**config.mk**
```make
export PLATFORM = sky130hd
export DESIGN_NAME = out_port_buffer
export DESIGN_NICKNAME = d
export VERILOG_FILES = /design/src/rtl/out_port_buffer_pkg.sv /design/src/rtl/out_port_buffer_sync_fifo.sv /design/src/rtl/out_port_buffer.sv
export SDC_FILE = /design/constraint.sdc
export NUM_CORES = 1
export LEC_CHECK = 0
export ABC_CLOCK_PERIOD_IN_PS = 3600
export BUFFER_PORTS_ARGS = -buffer_cell sky130_fd_sc_hd__buf_2
export CAP_MARGIN = 20
export CORE_UTILIZATION = 45
export CTS_CLUSTER_SIZE = 40
export DETAILED_ROUTE_END_ITERATION = 12
export PLACE_DENSITY_LB_ADDON = 0.12
export SYNTH_ARGS = -nofsm -noshare
export SYNTH_HDL_FRONTEND = slang
export SYNTH_SLANG_ARGS = --single-unit
```
**constraint.sdc**
```tcl
create_clock -name clk_i -period 3.6 [get_ports clk_i]
set_input_delay 0.18 -clock clk_i [delete_from_list [all_inputs] [get_ports clk_i]]
set_output_delay 0.18 -clock clk_i [all_outputs]
set_load 0.005 [all_outputs]
```
**src/rtl/out_port_buffer_pkg.sv**
```systemverilog
// Shared definitions for the CPU output-port buffer.
// Provides the CPU-side handshake FSM state encoding and the default data width / FIFO
// depth used when the buffer is integrated at the CPU top level.
package out_port_buffer_pkg;

  // Default geometry for CPU integration.
  localparam int unsigned OpbWidth = 16;
  localparam int unsigned OpbDepth = 8;
  localparam int unsigned OpbAw    = 3;

  // CPU-side handshake states.
  typedef enum logic [1:0] {
    StIdle = 2'd0,
    StAck  = 2'd1,
    StHold = 2'd2
  } opb_state_e;

endpackage

```
**src/rtl/out_port_buffer_sync_fifo.sv**
```systemverilog
// Synchronous FIFO (sync_fifo) with register-array storage and first-word fall-through.
// Ports:
//   clk_i    system clock, rising edge
//   rst_i    synchronous active-high reset; clears pointers and level, not the storage
//   push_i   write din_i this cycle (ignored when full)
//   pop_i    discard the head word this cycle (ignored when empty)
//   din_i    write data
//   dout_o   head word; 0 while empty
//   level_o  occupancy 0..DEPTH
//   full_o   level == DEPTH
//   empty_o  level == 0
module out_port_buffer_sync_fifo #(
  parameter int unsigned WIDTH = 16,
  parameter int unsigned DEPTH = 8,
  parameter int unsigned AW    = 3
) (
  input  logic             clk_i,
  input  logic             rst_i,
  input  logic             push_i,
  input  logic             pop_i,
  input  logic [WIDTH-1:0] din_i,
  output logic [WIDTH-1:0] dout_o,
  output logic [AW:0]      level_o,
  output logic             full_o,
  output logic             empty_o
);

  localparam int unsigned LevelW = AW + 1;
  localparam logic [AW:0] FullLevel = LevelW'(DEPTH);

  logic [WIDTH-1:0] mem_q [DEPTH];
  logic [AW-1:0]    wr_ptr_q, wr_ptr_d;
  logic [AW-1:0]    rd_ptr_q, rd_ptr_d;
  logic [AW:0]      level_q, level_d;
  logic             push_en, pop_en;

  assign full_o  = (level_q == FullLevel);
  assign empty_o = (level_q == '0);
  assign level_o = level_q;

  // Guards make overflow and underflow impossible regardless of the caller.
  assign push_en = push_i && !full_o;
  assign pop_en  = pop_i && !empty_o;

  // Storage is never cleared, so mask the head to keep dev_data at 0 while empty.
  assign dout_o = empty_o ? '0 : mem_q[rd_ptr_q];

  always_comb begin
    wr_ptr_d = wr_ptr_q;
    rd_ptr_d = rd_ptr_q;
    level_d  = level_q;
    if (push_en) wr_ptr_d = wr_ptr_q + 1'b1;  // wraps modulo DEPTH (power of two)
    if (pop_en)  rd_ptr_d = rd_ptr_q + 1'b1;
    case ({push_en, pop_en})
      2'b10:   level_d = level_q + 1'b1;
      2'b01:   level_d = level_q - 1'b1;
      default: level_d = level_q;
    endcase
  end

  always_ff @(posedge clk_i) begin
    if (rst_i) begin
      wr_ptr_q <= '0;
      rd_ptr_q <= '0;
      level_q  <= '0;
    end else begin
      wr_ptr_q <= wr_ptr_d;
      rd_ptr_q <= rd_ptr_d;
      level_q  <= level_d;
    end
  end

  always_ff @(posedge clk_i) begin
    if (push_en) mem_q[wr_ptr_q] <= din_i;
  end

endmodule

```
**src/rtl/out_port_buffer.sv**
```systemverilog
// Output peripheral behind the CPU OUT path. Captures one word per CPU out_req, acknowledges
// it with a one-cycle out_ack, buffers it in a small FIFO and drains it to an external device
// over valid/ready. The CPU stalls (no ack) only while the FIFO is full.
// Ports:
//   clk_i        system clock, rising edge
//   rst_b_i      synchronous reset, asserted high (name kept from the CPU codebase)
//   out_req_i    CPU request, level, held until out_ack_o is seen
//   out_data_i   CPU word, valid while out_req_i=1
//   out_ack_o    one-cycle acknowledge, decoded from the state register
//   dev_data_o   head-of-FIFO word
//   dev_valid_o  FIFO non-empty
//   dev_ready_i  device accepts dev_data_o this cycle
//   level_o      occupancy 0..DEPTH
//   full_o       level == DEPTH
//   empty_o      level == 0
module out_port_buffer
  import out_port_buffer_pkg::*;
#(
  parameter int unsigned WIDTH = OpbWidth,
  parameter int unsigned DEPTH = OpbDepth,
  parameter int unsigned AW    = OpbAw
) (
  input  logic             clk_i,
  input  logic             rst_b_i,
  input  logic             out_req_i,
  input  logic [WIDTH-1:0] out_data_i,
  output logic             out_ack_o,
  output logic [WIDTH-1:0] dev_data_o,
  output logic             dev_valid_o,
  input  logic             dev_ready_i,
  output logic [AW:0]      level_o,
  output logic             full_o,
  output logic             empty_o
);

  opb_state_e state_q, state_d;
  logic       push;
  logic       fifo_full, fifo_empty;

  always_comb begin
    state_d = state_q;
    push    = 1'b0;
    unique case (state_q)
      StIdle: begin
        // Full is judged on the current level; a same-cycle pop does not admit the word.
        if (out_req_i && !fifo_full) begin
          push    = 1'b1;
          state_d = StAck;
        end
      end
      StAck: begin
        state_d = out_req_i ? StHold : StIdle;
      end
      StHold: begin
        // Wait for the CPU to drop the request so one request is never captured twice.
        if (!out_req_i) state_d = StIdle;
      end
      default: state_d = StIdle;
    endcase
  end

  always_ff @(posedge clk_i) begin
    if (rst_b_i) state_q <= StIdle;
    else         state_q <= state_d;
  end

  assign out_ack_o = (state_q == StAck);

  out_port_buffer_sync_fifo #(
    .WIDTH (WIDTH),
    .DEPTH (DEPTH),
    .AW    (AW)
  ) u_fifo (
    .clk_i   (clk_i),
    .rst_i   (rst_b_i),
    .push_i  (push),
    .pop_i   (dev_ready_i),
    .din_i   (out_data_i),
    .dout_o  (dev_data_o),
    .level_o (level_o),
    .full_o  (fifo_full),
    .empty_o (fifo_empty)
  );

  assign dev_valid_o = !fifo_empty;
  assign full_o      = fifo_full;
  assign empty_o     = fifo_empty;

endmodule

```
**After elaboration in Yosys (flattened, before gate mapping)**

Memories as Yosys holds them, arrays and structs flattened. A register that Yosys moved wholly into a read port is not among the register bits.
Cells that the tools add are included.

- $add $sub $neg: 4
- Equality and inequality tests: 7
- Reduce and logical (&&, ||, !) cells: 9
- Multiplexer cells: 12

Operators by type and width:

| kind | count |
|---|---|
| two-way mux 16 bit | 1 |
| case mux 4 bit (2 select lines) | 1 |
| adder 3 x 1 -> 3 bit (second input constant) | 2 |
| two-way mux 2 bit | 3 |
| two-way mux 3 bit | 2 |
| case mux 2 bit (3 select lines) | 1 |
| adder 4 x 1 -> 4 bit (second input constant) | 1 |
| == test 2 x 1 -> 1 bit (second input constant) | 2 |
| == test 2 bit (second input constant) | 2 |
| == test 4 bit (second input constant) | 1 |
| zero test 4 bit | 1 |
| two-way mux 1 bit | 4 |
| inequality test 2 bit (second input constant) | 2 |
| subtractor 4 x 1 -> 4 bit (second input constant) | 1 |
| logical AND 1 bit | 3 |
| zero test 1 bit | 2 |
| zero test 2 bit | 1 |
| AND reduction 2 bit | 1 |
| nonzero test 2 bit | 1 |

- Memories: 1
- RAM bits: 128
- Output and inout port bits: 24
- Logic and storage cells: 37
- Input port bits: 20
- Bits in registers: 12

Memory list:

| name | words | bits a word | read ports | clocked after memory_dff | write ports | RTL line | text |
|---|---|---|---|---|---|---|---|
| u_fifo.mem_q | 8 | 16 | 1 | 1 | 1 | out_port_buffer_sync_fifo.sv:31 | `logic [WIDTH-1:0] mem_q [DEPTH];` |

**Depth between registers and ports, before layout**

Gate-level depths: netlist of run 1.

- Word-level depth: 8
- Mapped depth: 11
- Gate-level depth less buffers: 9

**Hierarchy**

A second synthesis of run 1 with hierarchy kept.

- Cell total of the unflattened synthesis: 284
- Area total of the unflattened synthesis: 5646.7 µm²

Modules (own cells, without submodules):

| module | area each (µm²) | cells an instance | instances |
|---|---|---|---|
| out_port_buffer_sync_fifo | 5557.8 | 276 | 1 |
| out_port_buffer | 88.8 | 8 | 1 |

**Worst setup path after synthesis of run 1**

No wires, ideal clock.

- Kind: reg-to-reg
- Start: register u_fifo.level_q[1] (netlist: u_fifo.level_o[1])
- End: memory u_fifo.mem_q[0][0] (enable)
- Slack: 992 ps
- Required time: 3191 ps
- Buffers on the path: 1
- Arrival time: 2199 ps
- Stages on the path, launching flop included: 6
- Cells stage by stage: dfxtp_1 -> buf_6 -> or4b_4 -> nand3_2 -> or2_2 -> nor3_1

- Cells in the longest elaborated chain, start to end: 8

Ends and longest elaborated chain:

| element | RTL line | text |
|---|---|---|
| from (decl) | out_port_buffer_sync_fifo.sv:34 | `logic [AW:0] level_q, level_d;` |
| from (signal assigned) | out_port_buffer_sync_fifo.sv:69 | `level_q <= level_d;` |
| == test 4 bit (*) | out_port_buffer_sync_fifo.sv:37 | `assign full_o = (level_q == FullLevel);` |
| zero test 1 bit (*) | out_port_buffer_sync_fifo.sv:42, out_port_buffer.sv:46 |  |
| logical AND 1 bit | out_port_buffer.sv:46 | `if (out_req_i && !fifo_full) begin` |
| two-way mux 1 bit | out_port_buffer.sv:46 |  |
| two-way mux 1 bit | out_port_buffer.sv:43 | `unique case (state_q)` |
| logical AND 1 bit (*) | out_port_buffer_sync_fifo.sv:42 | `assign push_en = push_i && !full_o;` |
| two-way mux 1 bit (*) | out_port_buffer_sync_fifo.sv:74 | `if (push_en) mem_q[wr_ptr_q] <= din_i;` |
| two-way mux 1 bit (implied by the code) (*) | out_port_buffer_sync_fifo.sv:74 |  |
| to (decl) | out_port_buffer_sync_fifo.sv:31 |  |

Every way passes the cells marked *; elsewhere a longest branch is shown, timed or not.

==> results of run 1 <==
[synthesized netlist by cell type]
library cell  count  share of area (%)
ha_1              5                1.1
clkbuf_1          5               0.34
nor4bb_1          1               0.18
or4_4             1               0.20
mux4_2           32                 13
buf_2             6               0.54
nand2b_1          2               0.22
edfxtp_1        128                 69
xnor2_2           1               0.29
nand2_1           3               0.20
clkinv_1          1              0.067
and2_4            1               0.16
dfxtp_1          15                5.4
or3_1             1               0.11
nor3b_1           1               0.13
a21oi_1           3               0.27
inv_1             1              0.067
o31ai_1           1               0.13
or2_2             1               0.11
nor3_1            2               0.18
nand4_1           2               0.22
xnor2_1           1               0.16
or4b_4            1               0.25
nor4b_1           1               0.16
mux2_2            1               0.20
nand3_2           1               0.18
mux2i_1          19                3.4
nor2b_1           3               0.34
nor2_1           33                2.2
buf_1             1              0.067
xor2_1            5               0.78
nand3_1           1              0.089
buf_6             2               0.40
o21ai_0           3               0.27
[worst max-delay path: cells and delay by family (launching register included)]
kind,cells,cell delay (ps)
buffers and inverters,2,530
DFF,1,730
muxes,2,670
and+or+nand+nor,1,80
[layout make-up]
type / count / area [µm²] / share of cell area [%]
flip-flops and latches: 143 / 4145 / 62.44
multi-input cells: 126 / 1378 / 20.75
clock buffers: 18 / 429.2 / 6.464
repair buffers: 57 / 320.3 / 4.825
well taps: 168 / 210.2 / 3.166
clock inverters: 14 / 148.9 / 2.243
inverters: 2 / 7.507 / 0.1131
[stage by stage]
step                      cell area (µm²)  util, %
after global placement               6061    50.25
after detailed placement             6061    50.25
after floorplan                      5594        -
after global routing                 6639    55.04
after CTS                            6639    55.04
final                                6639    55.04
[metal layers]
layer  GRT usage (%)  up-vias  share of wire [%]
li1                -     1255                  -
met1           22.41     1393                 46
met2           27.36       56                 49
met3           5.420       16                3.3
met4           6.667        2                1.5
met5               0        -               0.16
[logic make-up (layout without fill, tap and decap cells)]
logic type                 Yosys count  in the layout  share of synthesized area (%)
muxes                               52             52                          16.48
DFF                                143            143                          74.08
AOI/OAI and AO/OA                    7              7                         0.6709
and+or+nand+nor                     55             55                          4.943
adders and majority gates            5              5                          1.118
buffers and inverters               16             91                          1.476
xor gates and xnor gates             7              7                          1.230
[registers in the layout, indices dropped and copies added (netlist names), named ones only]
register and count:
state_q 2, u_fifo.level_o 4, u_fifo.mem_q 128, u_fifo.rd_ptr_q 3
u_fifo.wr_ptr_q 3
[how the worst max path moves through the flow]
stage | to | start | slack [ps] | cells past startpoint
after floorplan | u_fifo.mem_q[0][0]$_DFFE_PP_ | u_fifo.level_o[1]$_SDFFE_PP0P_ | 990 | 5
after global placement | u_fifo.level_o[3]$_SDFFE_PP0P_ | u_fifo.level_o[0]$_SDFFE_PP0P_ | 1130 | 7
after detailed placement | u_fifo.level_o[3]$_SDFFE_PP0P_ | u_fifo.level_o[0]$_SDFFE_PP0P_ | 1120 | 7
after CTS | dev_data_o[12] | flip-flop | 900 | 5
after global routing | dev_data_o[11] | flip-flop | 740 | 5
final | dev_data_o[15] | flip-flop | 990 | 5
[report_power, final]
group / switching, mW / total [mW] / internal (mW) / leakage (nW)
Clock: 0.640 / 1.71 / 1.07 / 0.278
Sequential: 0.0908 / 2.00 / 1.90 / 1.28
Combinational: 0.474 / 0.949 / 0.476 / 0.686
==> impl_metrics.py, run 1 <==
metrics = {
    "outcome": {
        "status": "completed",
    },
    "finish": {
        "final_cell_mix": "128 x edfxtp_1, 43 x buf_2, 33 x nor2_1",
        "final_common_cell": "edfxtp_1",
        "layout-drive-gt1-share_pct": 35.28,
        "syn2layout_area_growth_pct": 18.68,
        "layout.nets": 372,
        "fill_cells": 973,
        "antennaDiodeCount": 0,
        "final_cells": 528,
    },
    "power": {
        "p_total_mw": 4.658,
        "p_leak_nw": 2.246,
        "vdd_ir_drop_max_mv": 0.3774,
        "power_density_nw_per_um2": 701.6,
    },
    "timing": {
        "maxSlewHeadroom_pct": 52.79,
        "finalCritPeriodShare_pct": 72.60,
        "drv_slew": 0,
        "holdWs_ps": 33.99,
        "setup-tns-final_ps": 0,
        "setup_slack_ps": 986.3,
        "fmax_ghz": 0.3826,
        "fin_skew_ps": 7.787,
        "hold_violations": 0,
        "final.min_clock_period_ps": 2614,
        "tightest_slew_ps": 703.9,
        "rsz0062_at_grt": "no",
        "setup-violations-final": 0,
    },
    "synth": {
        "syn_inst": 285,
        "synth_cell_type_count": 34,
        "syn_avg_cell_area_um2": 19.63,
        "ys_seq_elements": 143,
        "ys_seq_area_share_pct": 74.08,
        "ys_warn_count": 0,
        "syn_nets": 310,
        "synthesis.area_um2": 5594,
    },
    "global_routing": {
        "grt_antenna_before_repair": 1,
        "grt_pass1_wl_um": 15550,
        "grtUsageTotal_pct": 17.26,
        "grt_max_degree": 33,
        "first_global_vias": 2801,
        "overflow": 0,
    },
    "critical_path": {
        "rrSetupSlack_ps": 1120,
        "cp_max_fo": 16,
        "r2r_cells": 7,
        "worstPathRequired_ps": 3420,
        "crit_slowest_cell": "dfxtp_2",
        "cp-start-kind": "flip-flop",
        "r2r-end": "u_fifo.level_o[3]$_SDFFE_PP0P_",
        "path_class": "flip-flop to output pin",
        "crit_chain": "buf_4 -> mux4_2 -> mux2i_1 -> nor2_1 -> buf_2",
        "crit_path_end_kind": "output pin",
        "cp.arrival_ps": 2430,
        "rr_startpoint": "u_fifo.level_o[0]$_SDFFE_PP0P_",
        "cp_slowest_stage_delay_ps": 730,
    },
    "die": {
        "die_area_um2": 12880,
        "core_um2": 12060,
        "rows": 40,
        "die_w_um": 113.5,
        "die-height_um": 113.5,
        "start_util_pct": 46.38,
        "ios": 44,
    },
    "routing": {
        "vias": 2722,
        "drcViolationCount": 0,
        "via_per_inst": 5.155,
        "drt_iter0_drc": 157,
        "wl_per_cell_um": 19.23,
        "dr.pass1.iters": 4,
        "antenna_left": 0,
        "wl_um": 10150,
    },
    "placed_design": {
        "post-place-cells": 496,
        "dp_slack_ps": 1119,
        "place.gp.congestion": 0.6960,
        "port_buffers": 43,
        "dp_hpwl_um": 6149,
    },
    "min_path": {
        "hp-class": "primary input to flip-flop",
        "worstHoldStart": "out_data_i[3]",
        "whs_path_depth": 1,
        "min_to": "u_fifo.mem_q[2][3]$_DFFE_PP_",
    },
    "cts": {
        "cts.repair.resized": 0,
        "ctsHoldBuffers": 0,
        "clk_pin_slew_ps": 60,
        "numCtsBuffers": 17,
        "htree_levels": 4,
        "root_buffer": "clkbuf_16",
        "clk_latency_ps": 410,
        "cts_tree": "yes",
        "clock-sinks": 143,
        "cts_setup_buffers": 0,
        "clockBufferDepth": 2,
    },
    "run": {
        "cap_violations": 0,
    },
}
(Power assumes the default switching activity.)
==> inputs of run 2 (changes only) <==
- ABC_CLOCK_PERIOD_IN_PS: 3600 -> 2400
- clock period: 3.6 -> 2.4 ns (I/O delays scaled with it)
==> impl_metrics.py, run 2 (synthesized netlist as in run 1, its figures left out) <==
metrics = {
    "timing": {
        "maxSlewHeadroom_pct": 55.10,
        "setup_slack_ps": 107.7,
        "drv_slew": 0,
        "setup-violations-final": 0,
        "fin_skew_ps": 4.953,
        "final.min_clock_period_ps": 2292,
        "finalCritPeriodShare_pct": 95.51,
        "fmax_ghz": 0.4363,
        "rsz0062_at_grt": "yes",
        "holdWs_ps": 41.32,
        "hold_violations": 0,
        "tightest_slew_ps": 669.3,
    },
    "critical_path": {
        "cp-start-kind": "flip-flop",
        "rr_startpoint": "u_fifo.level_o[0]$_SDFFE_PP0P_",
        "path_class": "flip-flop to flip-flop",
        "worstPathRequired_ps": 2750,
        "crit_path_end_kind": "flip-flop",
        "cp_max_fo": 7,
        "cp.arrival_ps": 2640,
        "crit_path_start": "u_fifo.level_o[0]$_SDFFE_PP0P_",
    },
    "placed_design": {
        "dp_hpwl_um": 6170,
        "place.gp.congestion": 0.6843,
        "post-place-cells": 501,
        "dp_slack_ps": 38.32,
        "place_area_um2": 6150,
        "port_buffers": 43,
    },
    "finish": {
        "syn2layout_area_growth_pct": 25.12,
        "final_cell_mix": "128 x edfxtp_1, 43 x buf_2, 33 x nor2_1",
        "layout.nets": 394,
        "final_common_cell": "edfxtp_1",
        "largest_register_ffs": 128,
        "stdcell_area_um2": 6999,
        "final_cells": 550,
        "top_register": "u_fifo.mem_q",
        "antennaDiodeCount": 0,
        "layout-drive-gt1-share_pct": 36.65,
    },
    "cts": {
        "htree_levels": 4,
        "clock-sinks": 143,
        "cts_tree": "yes",
        "root_buffer": "clkbuf_16",
        "clk_pin_slew_ps": 60,
        "clockBufferDepth": 2,
        "clk_latency_ps": 420,
        "numCtsBuffers": 17,
        "cts_setup_buffers": 0,
    },
    "global_routing": {
        "grt-busiest-layer": "met2",
        "met3_usage_pct": 5.739,
        "grtUsageTotal_pct": 17.82,
        "first_global_vias": 2912,
        "met2_usage_pct": 29.39,
        "grt_antenna_before_repair": 0,
        "grt_pass1_wl_um": 15970,
        "overflow": 0,
        "use_met1_pct": 21.79,
        "grt_max_degree": 33,
    },
    "power": {
        "power_density_nw_per_um2": 1067,
        "p_leak_nw": 2.378,
        "p_total_mw": 7.466,
        "vdd_ir_drop_max_mv": 0.6091,
    },
    "die": {
        "die-height_um": 113.5,
        "die_area_um2": 12880,
        "start_util_pct": 46.38,
        "ios": 44,
        "core_um2": 12060,
        "rows": 40,
        "die_w_um": 113.5,
    },
    "routing": {
        "drt_iter0_drc": 255,
        "via_per_inst": 5.080,
        "vias": 2794,
        "wl_um": 10260,
        "drcViolationCount": 0,
        "antenna_left": 0,
        "wl_per_cell_um": 18.66,
        "dr.pass1.iters": 4,
    },
    "min_path": {
        "hp-class": "primary input to flip-flop",
        "worstHoldStart": "rst_b_i",
    },
    "outcome": {
        "status": "completed",
    },
    "run": {
        "cap_violations": 0,
    },
}
## run 2: cell types whose count changed in the layout (fill, tap and decap cells not counted), moves of 2 or more
cell / previous run / this run
dfxtp_1: 14 / 12
clkinvlp_4: 3 / 5
ha_1: 5 / 3
dfxtp_2: 1 / 3
ha_4: 0 / 2
buf_12: 0 / 2
dlygate4sd3_1: 0 / 17
clkinv_1: 4 / 2
buf_4: 14 / 17
clkinv_2: 5 / 0
bufinv_16: 3 / 6
## run 2: area by class of cell
| type | instances | area [µm²] |
|---|---|---|
| repair buffers | 79 | 553.0 |
| clock inverters | 14 | 239.0 |
| well taps | 168 | 210.2 |
| inverters | 2 | 7.507 |
| clock buffers | 18 | 429.2 |
| flip-flops and latches | 143 | 4148 |
| multi-input cells | 126 | 1413 |
| fillers | 929 | 5062 |
## run 2: stage by stage
stage	utilization, %	setup TNS (ps)
floorplan	-	-103.9
global placement	50.99	0
detailed placement	50.99	0
CTS	57.94	0
global route	58.03	-55.47
finish	58.03	0
## run 2: critical path, stage by stage, from the launching register on
cell     delay [ps]
dfxtp_2         350
or4_4           540
and2_4          190
ha_4            180
xor2_1          140
ha_1            180
a21oi_2         110
xor2_1           80
or3_1           310
a21oi_1         140
## run 2: report_power, final
part           switching [mW]  total [mW]  internal (mW)
Combinational           0.751        1.57          0.817
Clock                   0.987        2.93           1.95
Sequential              0.105        2.96           2.86
## run 2: path summary, 6_finish.rpt
check / end / slack (ps) / cells past startpoint
hold / removal: flip-flop / 40 / 2
hold reg to reg: u_fifo.wr_ptr_q[0]$_SDFFE_PP0P_ / 500 / 2
setup / recovery: u_fifo.level_o[2]$_SDFFE_PP0P_ / 110 / 9
setup reg to reg: u_fifo.level_o[2]$_SDFFE_PP0P_ / 110 / 9
## run 2: timing repair
action	4_1_cts	5_1_grt
hold buffers	17	0
endpoints found under the hold margin	129	0
setup endpoints to repair	0	3
resized for setup	0	2
## run 2: per-layer routing
metal / share of wire (%) / routed length (µm)
met3: 3.7 / 375
met2: 51 / 5234
met1: 44 / 4506
met5: 0 / 0
met4: 1.4 / 145
==> inputs of run 3 (changes only) <==
- ABC_CLOCK_PERIOD_IN_PS: 2400 -> 2000
- clock period: 2.4 -> 2 ns (I/O delays scaled with it)
==> impl_metrics.py, run 3 (synthesized netlist as in run 1, its figures left out) <==
metrics = {
    "outcome": {
        "status": "finished with violations",
        "violations": "setup timing",
    },
    "finish": {
        "fill_cells": 912,
        "antennaDiodeCount": 0,
        "top_register": "u_fifo.mem_q",
        "layout.nets": 407,
        "final_common_cell": "edfxtp_1",
        "largest_register_ffs": 128,
        "seq_area_um2": 4149,
        "layout-drive-gt1-share_pct": 38.32,
        "final_cells": 562,
        "syn2layout_area_growth_pct": 28.11,
        "finish.utilization_pct": 59.42,
        "stdcell_area_um2": 7167,
        "multi_input_area_um2": 1444,
        "final_cell_mix": "128 x edfxtp_1, 43 x buf_2, 32 x mux4_2",
    },
    "power": {
        "sequentialPowerShare_pct": 39.5,
        "combPwrFrac_pct": 28.2,
        "power_density_nw_per_um2": 1250,
        "p_leak_nw": 2.444,
        "cell_internal_pwr_mw": 6.660,
        "p_sw_share_pct": 25.68,
        "vdd_ir_drop_max_mv": 0.6025,
        "pwr-share-clk_pct": 32.3,
        "p_total_mw": 8.962,
        "p_switching_mw": 2.301,
    },
    "global_routing": {
        "overflow": 0,
        "grtUsageTotal_pct": 19.33,
        "grt_pass1_wl_um": 17160,
        "first_global_vias": 3062,
        "grt_antenna_before_repair": 0,
        "grt_max_degree": 33,
    },
    "critical_path": {
        "cp.arrival_ps": 2600,
        "cp-start-kind": "flip-flop",
        "worstPathRequired_ps": 2350,
        "crit_chain": "or4_4 -> and2_4 -> ha_4 -> xor2_2 -> ha_2 -> a21oi_2 -> xor2_1 -> or3_1 -> a21oi_1",
        "critPathTopFamily": "simple AND/OR/NAND/NOR gates",
        "path_class": "flip-flop to flip-flop",
        "cp_max_fo": 4,
        "cp_num_buf_inv": 0,
        "crit_path_end_kind": "flip-flop",
        "cp_slowest_stage_delay_ps": 530,
        "crit_slowest_cell": "or4_4",
    },
    "run": {
        "cap_violations": 0,
    },
    "cts": {
        "clk_pin_slew_ps": 60,
        "clock-sinks": 143,
        "cts_tree": "yes",
        "numCtsBuffers": 17,
        "clk_latency_ps": 420,
        "clockBufferDepth": 2,
        "htree_levels": 4,
        "root_buffer": "clkbuf_16",
    },
    "routing": {
        "dr.pass1.iters": 4,
        "via_per_inst": 5.141,
        "vias": 2889,
        "drcViolationCount": 0,
        "wl_per_cell_um": 19.88,
        "antenna_left": 0,
        "drt_iter0_drc": 173,
        "wl_um": 11170,
    },
    "die": {
        "ios": 44,
        "die_w_um": 113.5,
        "core_um2": 12060,
        "start_util_pct": 46.38,
        "die-height_um": 113.5,
        "rows": 40,
        "die_area_um2": 12880,
    },
    "timing": {
        "setup_slack_ps": -253.7,
        "rsz0062_at_grt": "yes",
        "setup-violations-final": 9,
        "fmax_ghz": 0.4437,
        "drv_slew": 0,
        "fin_skew_ps": 6.575,
        "finalCritPeriodShare_pct": 112.7,
        "tightest_slew_ps": 366.5,
        "setup-tns-final_ps": -673.6,
        "holdWs_ps": 30.65,
        "maxSlewHeadroom_pct": 75.56,
        "final.min_clock_period_ps": 2254,
        "hold_violations": 0,
    },
    "min_path": {
        "hp-class": "primary input to flip-flop",
    },
    "placed_design": {
        "dp_hpwl_um": 6007,
        "post-place-cells": 509,
        "dp_slack_ps": -312.2,
        "place_area_um2": 6324,
        "place.gp.congestion": 0.7554,
        "port_buffers": 43,
    },
}
run 3: changes by cell type in the layout (fill, tap and decap cells not counted), moves of 2 or more:
| cell | before | now |
|---|---|---|
| buf_12 | 2 | 13 |
| dfxtp_2 | 3 | 1 |
| clkbuf_1 | 1 | 5 |
| nor2_1 | 33 | 30 |
| nor2_2 | 0 | 3 |
| bufinv_16 | 6 | 2 |
| clkinvlp_4 | 5 | 1 |
| clkinv_2 | 0 | 3 |
run 3: worst reg2reg max path: cells and delay by family, from the launching register on:
family          cells  cell delay [ps]
simple gates        3             1030
fa+ha+maj           2              350
flops               1              330
xor+xnor            2              240
compound gates      2              240
run 3: power groups by stage:
stage          Sequential [mW]  Combinational, mW  Clock, mW
5_1_grt                   3.56               2.75       3.06
3_3_place_gp              3.56               2.18          0
3_5_place_dp              3.57               2.21          0
4_1_cts                   3.53               2.69       2.95
6_report                  3.54               2.53       2.90
2_1_floorplan             3.56               1.31          0
run 3: layout make-up:
class | count | area share (%)
sequential | 143 | 57.89
multi-input combinational | 126 | 20.15
timing repair buffer | 92 | 11.35
clock buffer | 22 | 6.198
tap | 168 | 2.933
clock inverter | 9 | 1.309
inverter | 2 | 0.1746
run 3: worst paths after layout:
path | from | end | slack (ps) | depth (start not counted)
worst max-delay path | u_fifo.level_o[1]$_SDFFE_PP0P_ | u_fifo.level_o[2]$_SDFFE_PP0P_ | -250 | 9
worst min-delay path | rst_b_i | u_fifo.wr_ptr_q[1]$_SDFFE_PP0P_ | 30 | 2
worst max register to register | u_fifo.level_o[1]$_SDFFE_PP0P_ | u_fifo.level_o[2]$_SDFFE_PP0P_ | -250 | 9
worst min register to register | u_fifo.wr_ptr_q[0]$_SDFFE_PP0P_ | u_fifo.wr_ptr_q[0]$_SDFFE_PP0P_ | 500 | 2
run 3: repair_timing:
action / CTS / global route
gates resized for setup: 11 / 5
cloned: 4 / 0
pin swaps: 4 / 3
hold buffers: 17 / 0
hold endpoints to repair: 129 / 0
setup endpoints to repair: 18 / 80
buffers inserted: 4 / 0
run 3: layer usage:
layer / GRT usage (%) / share of wire, %
met5: 0 / 0
met4: 9.298 / 1.9
met3: 4.251 / 3.2
met2: 31.42 / 50
met1: 24.86 / 45
